$ cat src/rtl/game_controller.sv
// Flappy Bird game sequencer: state machine, frame tick divider,
// bird-vs-pipe/floor/ceiling collision and BCD score / high score.
module game_controller #(
  parameter int TICK_DIV    = 1666666,
  parameter int BIRD_SIZE   = 20,
  parameter int PIPE_W      = 40,
  parameter int GAP_H       = 120,
  parameter int SCREEN_H    = 480,
  parameter int DYING_TICKS = 30
) (
  input  logic        Clk,
  input  logic        Reset,
  input  logic        Start,
  input  logic        Ack,
  input  logic [9:0]  BirdX,
  input  logic [9:0]  BirdY,
  input  logic [9:0]  PipeX1,
  input  logic [9:0]  PipeX2,
  input  logic [9:0]  PipeY1,
  input  logic [9:0]  PipeY2,
  output logic        Tick,
  output logic        q_I,
  output logic        q_Play,
  output logic        q_Dying,
  output logic        q_End,
  output logic [15:0] Score,
  output logic [15:0] HighScore
);

  localparam int DW = (TICK_DIV > 1) ? $clog2(TICK_DIV) : 1;
  localparam int CW = $clog2(DYING_TICKS + 1);
  localparam logic [DW-1:0] DIV_LAST = DW'(TICK_DIV - 1);
  localparam logic [CW-1:0] DCNT_LAST = CW'(DYING_TICKS - 1);

  typedef enum logic [3:0] {
    S_INIT  = 4'b0001,
    S_PLAY  = 4'b0010,
    S_DYING = 4'b0100,
    S_END   = 4'b1000
  } state_e;

  state_e          state_q;
  logic            tick_q;
  logic [DW-1:0]   div_q;
  logic [CW-1:0]   dcnt_q;
  logic [15:0]     score_q;
  logic [15:0]     hs_q;
  logic            start_q;
  logic            ack_q;
  logic            flag1_q;
  logic            flag2_q;

  logic            start_rise;
  logic            ack_rise;
  logic            running;
  logic            hit;
  logic            pass1;
  logic            pass2;
  logic [15:0]     score_d;

  // 11-bit geometry so edge sums never wrap
  logic [10:0] bx_l;
  logic [10:0] bx_r;
  logic [10:0] by_t;
  logic [10:0] by_b;

  assign bx_l = {1'b0, BirdX};
  assign bx_r = {1'b0, BirdX} + 11'(BIRD_SIZE);
  assign by_t = {1'b0, BirdY};
  assign by_b = {1'b0, BirdY} + 11'(BIRD_SIZE);

  function automatic logic pipe_hit(
    input logic [9:0]  px,
    input logic [9:0]  py,
    input logic [10:0] l,
    input logic [10:0] r,
    input logic [10:0] t,
    input logic [10:0] b
  );
    logic xo;
    logic yo;
    xo = (r > {1'b0, px}) && (l < {1'b0, px} + 11'(PIPE_W));
    yo = (t < {1'b0, py}) || (b > {1'b0, py} + 11'(GAP_H));
    return xo && yo;
  endfunction

  function automatic logic [15:0] bcd_inc(input logic [15:0] v);
    logic [15:0] r;
    logic        c;
    r = v;
    c = 1'b1;
    if (v != 16'h9999) begin
      for (int i = 0; i < 4; i++) begin
        if (c) begin
          if (r[4*i +: 4] == 4'd9) begin
            r[4*i +: 4] = 4'd0;
          end else begin
            r[4*i +: 4] = r[4*i +: 4] + 4'd1;
            c = 1'b0;
          end
        end
      end
    end
    return r;
  endfunction

  assign start_rise = Start & ~start_q;
  assign ack_rise   = Ack & ~ack_q;
  assign running    = (state_q == S_PLAY) || (state_q == S_DYING);

  assign pass1 = ({1'b0, PipeX1} + 11'(PIPE_W)) < bx_l;
  assign pass2 = ({1'b0, PipeX2} + 11'(PIPE_W)) < bx_l;

  assign hit = (by_b >= 11'(SCREEN_H))
             || (BirdY == 10'd0)
             || pipe_hit(PipeX1, PipeY1, bx_l, bx_r, by_t, by_b)
             || pipe_hit(PipeX2, PipeY2, bx_l, bx_r, by_t, by_b);

  // two pipes crossing together chain two saturating increments
  always_comb begin
    score_d = score_q;
    unique case ({pass2 & ~flag2_q, pass1 & ~flag1_q})
      2'b11:        score_d = bcd_inc(bcd_inc(score_q));
      2'b01, 2'b10: score_d = bcd_inc(score_q);
      default:      score_d = score_q;
    endcase
  end

  always_ff @(posedge Clk) begin
    if (Reset) begin
      state_q <= S_INIT;
      tick_q  <= 1'b0;
      div_q   <= '0;
      dcnt_q  <= '0;
      score_q <= '0;
      hs_q    <= '0;
      start_q <= 1'b0;
      ack_q   <= 1'b0;
      flag1_q <= 1'b0;
      flag2_q <= 1'b0;
    end else begin
      start_q <= Start;
      ack_q   <= Ack;
      tick_q  <= 1'b0;
      if (running) begin
        if (div_q == DIV_LAST) begin
          div_q  <= '0;
          tick_q <= 1'b1;
        end else begin
          div_q <= div_q + DW'(1);
        end
      end
      unique case (state_q)
        S_INIT: begin
          if (start_rise) begin
            state_q <= S_PLAY;
            score_q <= '0;
            div_q   <= '0;
            flag1_q <= 1'b0;
            flag2_q <= 1'b0;
          end
        end
        S_PLAY: begin
          if (tick_q) begin
            flag1_q <= pass1;
            flag2_q <= pass2;
            if (hit) begin
              state_q <= S_DYING;
              dcnt_q  <= '0;
            end else begin
              score_q <= score_d;
            end
          end
        end
        S_DYING: begin
          if (tick_q) begin
            if (dcnt_q == DCNT_LAST) begin
              state_q <= S_END;
              if (score_q > hs_q) hs_q <= score_q;
            end else begin
              dcnt_q <= dcnt_q + CW'(1);
            end
          end
        end
        S_END: begin
          if (ack_rise) state_q <= S_INIT;
        end
        default: state_q <= S_INIT;
      endcase
    end
  end

  assign Tick      = tick_q;
  assign q_I       = state_q[0];
  assign q_Play    = state_q[1];
  assign q_Dying   = state_q[2];
  assign q_End     = state_q[3];
  assign Score     = score_q;
  assign HighScore = hs_q;

endmodule

$ cat config.mk
export PLATFORM = sky130hd
export DESIGN_NAME = game_controller
export DESIGN_NICKNAME = d
export VERILOG_FILES = /design/src/rtl/game_controller.sv
export SDC_FILE = /design/constraint.sdc
export NUM_CORES = 1
export LEC_CHECK = 0
export CAP_MARGIN = 5
export CORE_ASPECT_RATIO = 1.1
export CORE_MARGIN = 4
export CORE_UTILIZATION = 35
export CTS_BUF_LIST = sky130_fd_sc_hd__clkbuf_2 sky130_fd_sc_hd__clkbuf_4 sky130_fd_sc_hd__clkbuf_8
export CTS_CLUSTER_DIAMETER = 120
export DETAILED_ROUTE_END_ITERATION = 10
export PLACE_DENSITY = 0.59
export SKIP_CTS_REPAIR_TIMING = 1
export SYNTH_ARGS = -nofsm -noshare
export SYNTH_HDL_FRONTEND = slang
export SYNTH_SLANG_ARGS = --single-unit
$ cat constraint.sdc
create_clock -name Clk -period 4.6 [get_ports Clk]
set_input_delay 1.38 -clock Clk [delete_from_list [all_inputs] [get_ports Clk]]
set_output_delay 1.38 -clock Clk [all_outputs]
set_load 0.005 [all_outputs]
**Word level (Yosys, flattened, before mapping)**

Index checks and enable logic that the tools add are counted.

- Input port bits: 64
- RAM bits: 0
- Output and inout bits: 37
- Bits in registers: 67
- Latch bits: 0
- Word-level logic and storage cells: 182
- Memories: 0
- Bits in read-only memories: 0

- Muxes and demuxes: 77
- Shifts and indexed selects: 0
- Add/subtract/negate cells: 16
- Bitwise gates (word level): 9
- Div/mod/pow operators: 0
- Reductions and logical operators: 23
- Order comparisons: 12
- Multiply operators: 0
- Equal/unequal tests: 32

Operator list:

| operator | number |
|---|---|
| $mux 16 | 7 |
| $mux 4 | 23 |
| $mux 21 | 4 |
| $pmux 16 s2 | 2 |
| $eq 4x4->1 const B | 9 |
| $mux 1 | 33 |
| $add 4x1->4 const B | 8 |
| $ne 16x16->1 const B | 2 |
| $add 10x5->11 const B | 2 |
| $add 10x6->11 const B | 2 |
| $add 10x7->11 const B | 2 |
| $gt 11x10->1 | 2 |
| $gt 11x11->1 | 2 |
| $lt 10x11->1 | 2 |
| $lt 11x10->1 | 2 |
| $add 21x1->21 const B | 1 |
| $eq 21x21->1 const B | 1 |
| $reduce_and 7->1 | 3 |
| $lt 10x10->1 | 2 |
| $mux 5 | 4 |
| $gt 16x16->1 | 1 |
| $pmux 4 s4 | 1 |
| $ne 2x2->1 const B | 7 |
| $ne 3x3->1 const B | 4 |
| other kinds (23) | 43 |

**Longest topological paths before layout**

Gate-level depths: netlist of the first run.

- Depth after elaboration: 30
- Depth in mapped cells: 19
- Depth with buffers taken out: 18

**Worst setup path after synthesis of the first run**

No wires, ideal clock.

- Path type: input-to-reg
- Start point: input BirdY[2]
- End point: register score_q[0] (netlist: Score[0])
- Slack: 0.064 ns
- Path buffers: 1
- Setup time: 0.116 ns
- Stages: 13
- Data arrival time: 4.420 ns
- Required time: 4.484 ns
- Cell sequence: inv_1 ha_1 ha_1 a211o_1 o32a_1 maj3_1 and3b_1 o41ai_1 o211ai_2 o31ai_4 buf_6 o221ai_1 o211a_1

- Word-level cells in the longest chain between the ends: 8
- Elaborated cells on any way between the ends: 16
- Those cells by class: add/sub (1); order compare (5); eq/ne (1); reduce/logical (9)

Ends and longest elaborated chain:

| item | line | RTL |
|---|---|---|
| from (decl) | 16 | `input logic [9:0] BirdY,` |
| $add 10x5->11 | 70 | `assign by_b = {1'b0, BirdY} + 11'(BIRD_SIZE);` |
| $gt 11x11->1 | 83 | `yo = (t < {1'b0, py}) \|\| (b > {1'b0, py} + 11'(GAP_H));` |
| $logic_or 1x1->1 | 83 |  |
| $logic_and 1x1->1 | 84 | `return xo && yo;` |
| $logic_or 1x1->1 | 116 | `\|\| pipe_hit(PipeX1, PipeY1, bx_l, bx_r, by_t, by_b)` |
| $logic_or 1x1->1 * | 117 | `\|\| pipe_hit(PipeX2, PipeY2, bx_l, bx_r, by_t, by_b);` |
| $ne 2x2->1 (no source line) * | n/a |  |
| $reduce_and 6->1 (no source line) * | n/a |  |
| to (signal assigned) | 171 | `score_q <= score_d;` |
| to (decl) | 46 | `logic [15:0] score_q;` |

Mark *: on every way between the ends. The rest lies on a longest branch, timed or not.
A chain may end at the register's enable or synchronous reset.

**Final worst setup path of the first run**

- Start point: input PipeX1[7]
- End point: register score_q[1] (netlist: Score[1])

- Word-level cells in the longest chain between the ends: 9
- Elaborated cells on any way between the ends: 21
- Those cells by class: add/sub (1); order compare (3); eq/ne (6); mux (4); bitwise (1); reduce/logical (6)

Ends and longest elaborated chain:

| item | line | RTL |
|---|---|---|
| from (decl) | 17 | `input logic [9:0] PipeX1,` |
| $add 10x6->11 | 82, 111 |  |
| $lt 11x10->1 | 111 | `assign pass1 = ({1'b0, PipeX1} + 11'(PIPE_W)) < bx_l;` |
| $and 1x1->1 | 122 | `unique case ({pass2 & ~flag2_q, pass1 & ~flag1_q})` |
| $eq 2x1->1 or $eq 2x2->1 (tied branches) | 122 |  |
| $reduce_or 2->1 | 122 |  |
| $pmux 16 s2 | 122 |  |
| $mux 16 | 167 | `if (hit) begin` |
| $mux 16 | 164 | `if (tick_q) begin` |
| $pmux 16 s2 | 153 | `unique case (state_q)` |

Parallel ways exist; a longest one is shown, timed or not. The select of a mux whose other input is x is not followed.

==> results of run 1 <==
## synth_stat cells, types with 9 or more instances
library cell	n	area (sq um)
ha_1	104	1300
nor2_1	89	334
inv_1	85	319
dfxtp_1	67	1340
nand2_1	61	229
a21oi_1	47	235
o21ai_0	39	195
xnor2_1	35	307
mux2i_1	28	280
nand4_1	24	150
xor2_1	24	210
clkbuf_1	22	82.6
nand3_1	22	110
nor3_1	22	110
and3_1	12	75.1
nand2b_1	12	75.1
nor2b_1	11	68.8
a211oi_1	10	75.1
o21a_1	10	75.1
nor4_1	9	56.3
## flip-flops by register name (all words and copies together) (netlist names)
signal and cells:
dcnt_q 5, div_q 21, HighScore 16, Tick 1, start_q 1, ack_q 1, state_q 4, Score 16
flag2_q 1, flag1_q 1
## power by group through the flow
stage	Sequential, W	Combinational [W]	Clock, W
final	0.000595	0.000672	0.000492
after global routing	0.000596	0.000750	0.000531
after CTS	0.000595	0.000638	0.000508
after detailed placement	0.000609	0.000634	0
after global placement	0.000608	0.000628	0
after floorplan	0.000607	0.000326	0
## cells by family (layout without fill, tap and decap cells)
family,count (synthesis),count (layout),synth area share [%]
other,0,1,0
adders and majority gates,106,106,19.1
AOI/OAI and AO/OA,196,196,20.1
buffers and inverters,114,343,6.37
and+or+nand+nor,310,310,23.1
DFF,67,67,19.3
muxes,30,30,4.37
xor gates and xnor gates,60,60,7.69
## tightest hold or removal path: stages (launching register included)
cell	delay, ns
dfxtp_1	0.32
o21ai_0	0.07
a21oi_1	0.06
## path summary, 6_finish.rpt
| kind | startpoint | to | slack [ns] | cells past startpoint |
|---|---|---|---|---|
| max | PipeX1[7] | Score[1]$_SDFFE_PP0P_ | 0.16 | 14 |
| min | div_q[20]$_SDFF_PP0_ | div_q[20]$_SDFF_PP0_ | 0.50 | 2 |
| max reg2reg | Score[0]$_SDFFE_PP0P_ | Score[4]$_SDFFE_PP0P_ | 0.61 | 12 |
| min reg2reg | div_q[20]$_SDFF_PP0_ | div_q[20]$_SDFF_PP0_ | 0.50 | 2 |
## per-stage QoR
step	area [sq um]	TNS [ns]
global placement	9200	-12.38
floorplan	6930	0
CTS	9390	-4.03
detailed placement	9200	-12.82
global route	9710	-0.0134
finish	9710	0
## final cells by class
type / count / area (sq um) / share of cell area, %
flip-flops and latches: 67 / 1340 / 13.8
inverters: 85 / 319 / 3.29
diodes: 1 / 2.50 / 0.0258
multi-input cells: 702 / 5380 / 55.4
repair buffers: 243 / 2170 / 22.3
well taps: 247 / 309 / 3.18
clock inverters: 6 / 67.6 / 0.696
clock buffers: 9 / 124 / 1.28
## per-layer routing
layer | vias up | GRT usage (%) | wire length [um]
met5 | - | 0 | 0
met2 | 126 | 33.0 | 10300
met4 | 0 | 3.20 | 197
met1 | 3327 | 22.7 | 9230
met3 | 18 | 3.31 | 838
li1 | 3661 | - | -
==> impl_metrics.json, run 1 <==
{
  "status": "completed",
  "grt_max_degree": 43,
  "syn_area_sq_um": 6930,
  "core_area_sq_um": 19300,
  "clock_skew_ns": 0.0112,
  "root_buffer": "clkbuf_8",
  "rows": 53,
  "dp_cells": 1342,
  "clockBufferDepth": 2,
  "ys_types": 81,
  "ant_nets": 0,
  "min_period_ns": 4.44,
  "finalSetupViolations": 0,
  "path_clk_slew_ns": 0.07,
  "worst_slack_ns": 0.162,
  "crit_chain": "clkdlybuf4s50_1, inv_1, buf_4, or3_1, xnor2_1, ha_1, a211o_1, o221ai_4, a211oi_2, ha_1, buf_4, nand2b_1, or4_1, a311oi_2",
  "ys.flop_type": "dfxtp_1",
  "total_power_w": 0.00176,
  "grt.total_usage_pct": 18.2,
  "fmax_ghz": 0.225,
  "finalHoldViolCount": 0,
  "synth_cells": 883,
  "combPwrFrac_pct": 38.2,
  "relSlewSlack_pct": 44.0,
  "arrival_ns": 4.71,
  "hold_path_class": "register to register",
  "power_density_nw_per_um2": 181,
  "synth_edf_count": 0,
  "cell_internal_pwr_w": 0.00119,
  "drive_gt1_share_pct": 19.6,
  "path_buf_inv": 4,
  "start_util_pct": 35.9,
  "syn_area_per_cell_sq_um": 7.85,
  "rsz0062_at_grt": "yes",
  "wl_per_cell_um": 15.1,
  "max_stage_delay_ns": 0.45,
  "cap_violations": 0,
  "fillers": 1857,
  "final_common_cell": "buf_4",
  "crit_fanout": 11,
  "vias_per_cell": 5.24,
  "cp-start-kind": "primary input",
  "fin_nets": 1276,
  "ys_seq_area_share_pct": 19.3,
  "crit_slowest_cell": "clkdlybuf4s50_1",
  "ys.warnings.count": 0,
  "cts_buffers": 9,
  "fin_cells": 1360,
  "io_pins": 101,
  "path_delay_family": "simple AND/OR/NAND/NOR gates",
  "cp.required_ns": 4.87,
  "worstSetupEndpointType": "register",
  "drc": 0,
  "overflow": 0,
  "die_h_um": 156,
  "hold_ws_ns": 0.500,
  "dieArea_sq_um": 22100,
  "synth-async-reset-ratio_pct": 0,
  "p_leak_nw": 4.34,
  "vdd_drop_max_mv": 0.133,
  "antenna_found_initial": 1,
  "finalCritPeriodShare_pct": 96.5,
  "dp_hpwl_um": 16400,
  "tightest_slew_ns": 0.819,
  "grt_pass1_vias": 7069,
  "switching_share_pct": 32.5,
  "wirelength_um": 20500,
  "firstDrtPassIters": 4,
  "syn2layout_area_growth_pct": 40.0,
  "io_buffers": 100,
  "syn-num-nets": 1051,
  "vias": 7132,
  "clkPwrFrac_pct": 28.0,
  "gp_congestion": 0.850,
  "grt_pass1_wl_um": 33700,
  "drt_iter0_markers": 266,
  "drv_slew": 0,
  "mostFrequentLayoutCells": "buf_4 (138), ha_1 (95), nor2_1 (86)",
  "cts.sinks": 67,
  "final_core_util_pct": 50.3,
  "fp.dieW_um": 142,
  "switchingPower_w": 0.000572,
  "clkLatencyLatePin_ns": 0.36,
  "pwr-share-seq_pct": 33.8,
  "cts_tree": "yes",
  "synth_seq_cells": 67,
  "ctsHtreeMaxLevel": 3,
  "pre_cts_slack_ns": -0.628,
  "critical_path_class": "primary input to register"
}
No activity file was read; power rests on OpenSTA's default activity.
==> run 2, diff against run 1 <==
--- a/config.mk
+++ b/config.mk
@@ -6,13 +6,12 @@
 export NUM_CORES = 1
 export LEC_CHECK = 0
 export CAP_MARGIN = 5
-export CORE_ASPECT_RATIO = 1.1
 export CORE_MARGIN = 4
 export CORE_UTILIZATION = 35
 export CTS_BUF_LIST = sky130_fd_sc_hd__clkbuf_2 sky130_fd_sc_hd__clkbuf_4 sky130_fd_sc_hd__clkbuf_8
 export CTS_CLUSTER_DIAMETER = 120
 export DETAILED_ROUTE_END_ITERATION = 10
-export PLACE_DENSITY = 0.59
+export PLACE_DENSITY = 0.56
 export SKIP_CTS_REPAIR_TIMING = 1
 export SYNTH_ARGS = -nofsm -noshare
 export SYNTH_HDL_FRONTEND = slang
==> constraint.sdc (replaced) <==
create_clock -name Clk -period 4.7 [get_ports Clk]
set_input_delay 1.41 -clock Clk [delete_from_list [all_inputs] [get_ports Clk]]
set_output_delay 1.41 -clock Clk [all_outputs]
set_load 0.005 [all_outputs]
==> run 2 against run 1 <==
Sequential share of layout area increased by 0.32 points. Sequential cell count unchanged. Worst hold slack got worse by 0.0027 ns. Routed wire length decreased by 4.2%. Global-route usage decreased by 0.61 points. Power increased by 2.2%. First-iteration DRC count increased by 14%. Core utilization decreased by 1.6 points. Largest power group unchanged. Highest routed layer unchanged.
==> impl_metrics.json, run 2 (same netlist as run 1, synthesis figures left out) <==
{
  "dp_hpwl_um": 15700,
  "n_antenna_cell": 0,
  "status": "completed",
  "switching_share_pct": 30.5,
  "tightest_slew_ns": 0.879,
  "antenna_found_initial": 0,
  "rows": 51,
  "vias_per_cell": 5.09,
  "grt_max_degree": 43,
  "finalCritPeriodShare_pct": 97.3,
  "met1Wirelength_um": 9860,
  "mostFrequentLayoutCells": "buf_4 (111), ha_1 (96), nor2_1 (88)",
  "relSlewSlack_pct": 40.6,
  "firstDrtPassIters": 5,
  "wl_met3_um": 668,
  "io_pins": 101,
  "cp-start-kind": "primary input",
  "fin_nets": 1251,
  "io_buffers": 100,
  "cts_tree": "yes",
  "cts_buffers": 9,
  "ant_nets": 0,
  "finalSetupViolations": 0,
  "syn2layout_area_growth_pct": 36.8,
  "gp_congestion": 0.858,
  "clock_skew_ns": 0.0118,
  "ctsHtreeMaxLevel": 3,
  "combPwrFrac_pct": 34.3,
  "arrival_ns": 4.85,
  "cp.required_ns": 4.98,
  "cell_internal_pwr_w": 0.00125,
  "cap_violations": 0,
  "wl_per_cell_um": 14.6,
  "vias": 6884,
  "clkLatencyLatePin_ns": 0.36,
  "worstSetupEndpointType": "register",
  "drive_gt1_share_pct": 16.7,
  "grt_pass1_vias": 6692,
  "drv_slew": 0,
  "route.met2.wl_um": 8970,
  "regMostFlops": "div_q",
  "pwr-share-seq_pct": 32.6,
  "clockBufferDepth": 2,
  "largest_register_ffs": 21,
  "power_density_nw_per_um2": 190,
  "dp_cells": 1334,
  "fp.dieW_um": 149,
  "total_power_w": 0.00180,
  "clkPwrFrac_pct": 33.1,
  "critical_path_class": "primary input to register",
  "overflow": 0,
  "wirelength_um": 19700,
  "fin_cells": 1352,
  "min_period_ns": 4.57,
  "cts.sinks": 67,
  "switchingPower_w": 0.000548,
  "vdd_drop_max_mv": 0.154,
  "crit_fanout": 7,
  "drt_iter0_markers": 304,
  "drc": 0,
  "start_util_pct": 35.6,
  "grt.total_usage_pct": 17.6,
  "root_buffer": "clkbuf_8",
  "highest_layer": "met4",
  "grt_pass1_wl_um": 32500,
  "dieArea_sq_um": 22100,
  "p_leak_nw": 4.15,
  "path_clk_slew_ns": 0.08,
  "final_common_cell": "buf_4",
  "fmax_ghz": 0.219,
  "core_area_sq_um": 19500,
  "finalHoldViolCount": 0,
  "die_h_um": 149,
  "hold_path_class": "register to register"
}
==> run 2: layout make-up <==
type                    count  area, sq um
fillers                  1941         9970
flip-flops and latches     67         1340
inverters                  85          319
well taps                 265          332
clock buffers               9          124
multi-input cells         702         5300
clock inverters             6          115
repair buffers            218         1960
==> run 2: path summary, 6_finish.rpt <==
path | startpoint | end | slack (ns) | cells after the start
hold / removal | div_q[20]$_SDFF_PP0_ | div_q[20]$_SDFF_PP0_ | 0.50 | 2
hold reg to reg | div_q[20]$_SDFF_PP0_ | div_q[20]$_SDFF_PP0_ | 0.50 | 2
setup / recovery | BirdY[4] | Score[7]$_SDFFE_PP0P_ | 0.13 | 15
setup reg to reg | Score[0]$_SDFFE_PP0P_ | Score[4]$_SDFFE_PP0P_ | 0.52 | 12
==> run 2: through the flow <==
step | setup TNS, ns | hold slack [ns] | utilization, % | area [sq um] | setup slack [ns]
floorplan | 0 | 0.458 | - | 6930 | 0.134
global placement | -10.59 | 0.472 | 46.4 | 9030 | -0.553
detailed placement | -11.85 | 0.490 | 46.4 | 9030 | -0.632
CTS | -2.81 | 0.501 | 47.6 | 9270 | -0.263
global route | -0.0353 | 0.536 | 48.7 | 9490 | -0.0315
finish | 0 | 0.497 | 48.7 | 9490 | 0.128
==> run 2: worst max-delay path, cell delays in order <==
cell and delay [ns]:
clkdlybuf4s50_1 0.55, buf_6 0.16, xnor2_1 0.10, ha_2 0.19, a211o_1 0.22, o32a_1 0.37
maj3_2 0.32, and3b_1 0.19, o41ai_2 0.35, o211ai_2 0.18, o31ai_4 0.27, buf_6 0.15
clkbuf_16 0.14, a21oi_1 0.06, a211oi_1 0.19
==> run 2: power groups by stage <==
stage	registers, W	logic, W	clock network [W]
2_1_floorplan	0.000594	0.000319	0
3_3_place_gp	0.000600	0.000585	0
3_5_place_dp	0.000600	0.000589	0
4_1_cts	0.000587	0.000592	0.000614
5_1_grt	0.000588	0.000693	0.000635
6_report	0.000587	0.000616	0.000595
==> run 2: metal layers <==
layer	global-route usage, %	vias to the layer above
met1	23.9	3148
met4	3.20	0
li1	-	3613
met2	30.1	109
met3	2.61	14
met5	0	-
==> run 3, diff against run 2 <==
--- a/config.mk
+++ b/config.mk
@@ -12,6 +12,7 @@
 export CTS_CLUSTER_DIAMETER = 120
 export DETAILED_ROUTE_END_ITERATION = 10
 export PLACE_DENSITY = 0.56
+export RECOVER_POWER = 100
 export SKIP_CTS_REPAIR_TIMING = 1
 export SYNTH_ARGS = -nofsm -noshare
 export SYNTH_HDL_FRONTEND = slang
==> run 3 against run 2 <==
Final area decreased by 0.28%. Register-to-register slack got worse by 0.03 ns. Sequential share of layout area about the same. Combinational power about the same. Via count increased by 0.22%. Fmax about the same.
==> impl_metrics.json, run 3 (same netlist as run 1, synthesis figures left out) <==
{
  "route.met2.wl_um": 8940,
  "clkLatencyLatePin_ns": 0.36,
  "final_design_area_no_fill_sq_um": 9460,
  "core_area_sq_um": 19500,
  "hold_path_class": "register to register",
  "firstDrtPassIters": 5,
  "root_buffer": "clkbuf_8",
  "drc": 0,
  "power_density_nw_per_um2": 190,
  "io_buffers": 100,
  "start_util_pct": 35.6,
  "vias": 6899,
  "fp.dieW_um": 149,
  "min_period_ns": 4.57,
  "antenna_found_initial": 0,
  "grt.total_usage_pct": 17.6,
  "total_power_w": 0.00180,
  "cts_tree": "yes",
  "status": "completed",
  "grt_pass1_vias": 6692,
  "drive_gt1_share_pct": 16.2,
  "critical_path_class": "primary input to register",
  "cts_buffers": 9,
  "highest_layer": "met4",
  "vdd_drop_max_mv": 0.154,
  "arrival_ns": 4.84,
  "path_clk_slew_ns": 0.07,
  "fmax_ghz": 0.219,
  "cp-start-kind": "primary input",
  "wl_per_cell_um": 14.6,
  "pre_cts_slack_ns": -0.632,
  "hold_ws_ns": 0.497,
  "crit_fanout": 8,
  "overflow": 0,
  "worstSetupEndpointType": "register",
  "dp_hpwl_um": 15700,
  "clock_skew_ns": 0.0140,
  "finalSetupViolations": 0,
  "drv_slew": 0,
  "regMostFlops": "div_q",
  "final_common_cell": "buf_4",
  "drt_iter0_markers": 336,
  "largest_register_ffs": 21,
  "crit_chain": "clkdlybuf4s50_1, buf_6, xnor2_1, ha_2, a211o_1, o32a_1, maj3_2, and3b_1, o41ai_2, o211ai_2, o31ai_4, buf_12, nand3_2, a221oi_2",
  "finalHoldViolCount": 0,
  "p_leak_nw": 4.23,
  "fin_nets": 1251,
  "mostFrequentLayoutCells": "buf_4 (107), ha_1 (96), nor2_1 (88)",
  "max_stage_delay_ns": 0.55,
  "gp_congestion": 0.858,
  "n_antenna_cell": 0,
  "relSlewSlack_pct": 25.6,
  "clockBufferDepth": 2,
  "cts.sinks": 67,
  "worst_slack_ns": 0.132,
  "rows": 51,
  "cp.required_ns": 4.97,
  "ant_nets": 0,
  "syn2layout_area_growth_pct": 36.4,
  "crit_slowest_cell": "clkdlybuf4s50_1",
  "grt_pass1_wl_um": 32500,
  "die_h_um": 149,
  "grt_max_degree": 43,
  "ctsHtreeMaxLevel": 3,
  "io_pins": 101,
  "wl_met3_um": 772,
  "wirelength_um": 19700,
  "tightest_slew_ns": 1.12,
  "dieArea_sq_um": 22100,
  "placed_cell_area_sq_um": 9030,
  "vias_per_cell": 5.10,
  "cap_violations": 0,
  "finalCritPeriodShare_pct": 97.2,
  "met1Wirelength_um": 9730
}
## run 3: area by class of cell
cell class	count	area, sq um
clock buffer	9	124
clock inverter	6	115
multi-input combinational	702	5280
tap	265	332
inverter	85	319
fill	1945	10000
sequential	67	1340
timing repair buffer	218	1950
## run 3: layer usage
layer / track usage, % / vias to the layer above
li1: - / 3619
met1: 23.9 / 3146
met2: 30.1 / 116
met3: 2.61 / 18
met4: 3.20 / 0
met5: 0 / -
## run 3: metrics by stage
stage                     instances  util [%]  TNS, ns
after detailed placement       1334      46.4   -11.85
after floorplan                 883         -        0
after global placement         1334      46.4   -10.59
after global routing           1352      48.6  -0.0193
final                          1352      48.6        0
after CTS                      1349      47.6    -2.81
## run 3: power by group
part | total (W) | switching (W) | internal (W)
Clock | 0.000596 | 0.000245 | 0.000351
Combinational | 0.000613 | 0.000290 | 0.000323
Sequential | 0.000587 | 0.0000134 | 0.000574
Total | 0.00180 | 0.000548 | 0.00125
## run 3: final timing paths
path	depth (start not counted)	startpoint	endpoint	slack (ns)
worst min register to register	2	div_q[20]$_SDFF_PP0_	div_q[20]$_SDFF_PP0_	0.50
worst max register to register	12	Score[0]$_SDFFE_PP0P_	Score[4]$_SDFFE_PP0P_	0.49
worst max-delay path	14	BirdY[4]	Score[8]$_SDFFE_PP0P_	0.13
worst min-delay path	2	div_q[20]$_SDFF_PP0_	div_q[20]$_SDFF_PP0_	0.50
## run 3: worst max-delay path, delay by kind of cell
family                     cells  cell delay (ns)
adders and majority gates      2             0.51
buffers and inverters          3             0.88
AOI/OAI and AO/OA              6             1.66
xor gates and xnor gates       1             0.10
and+or+nand+nor                2             0.27
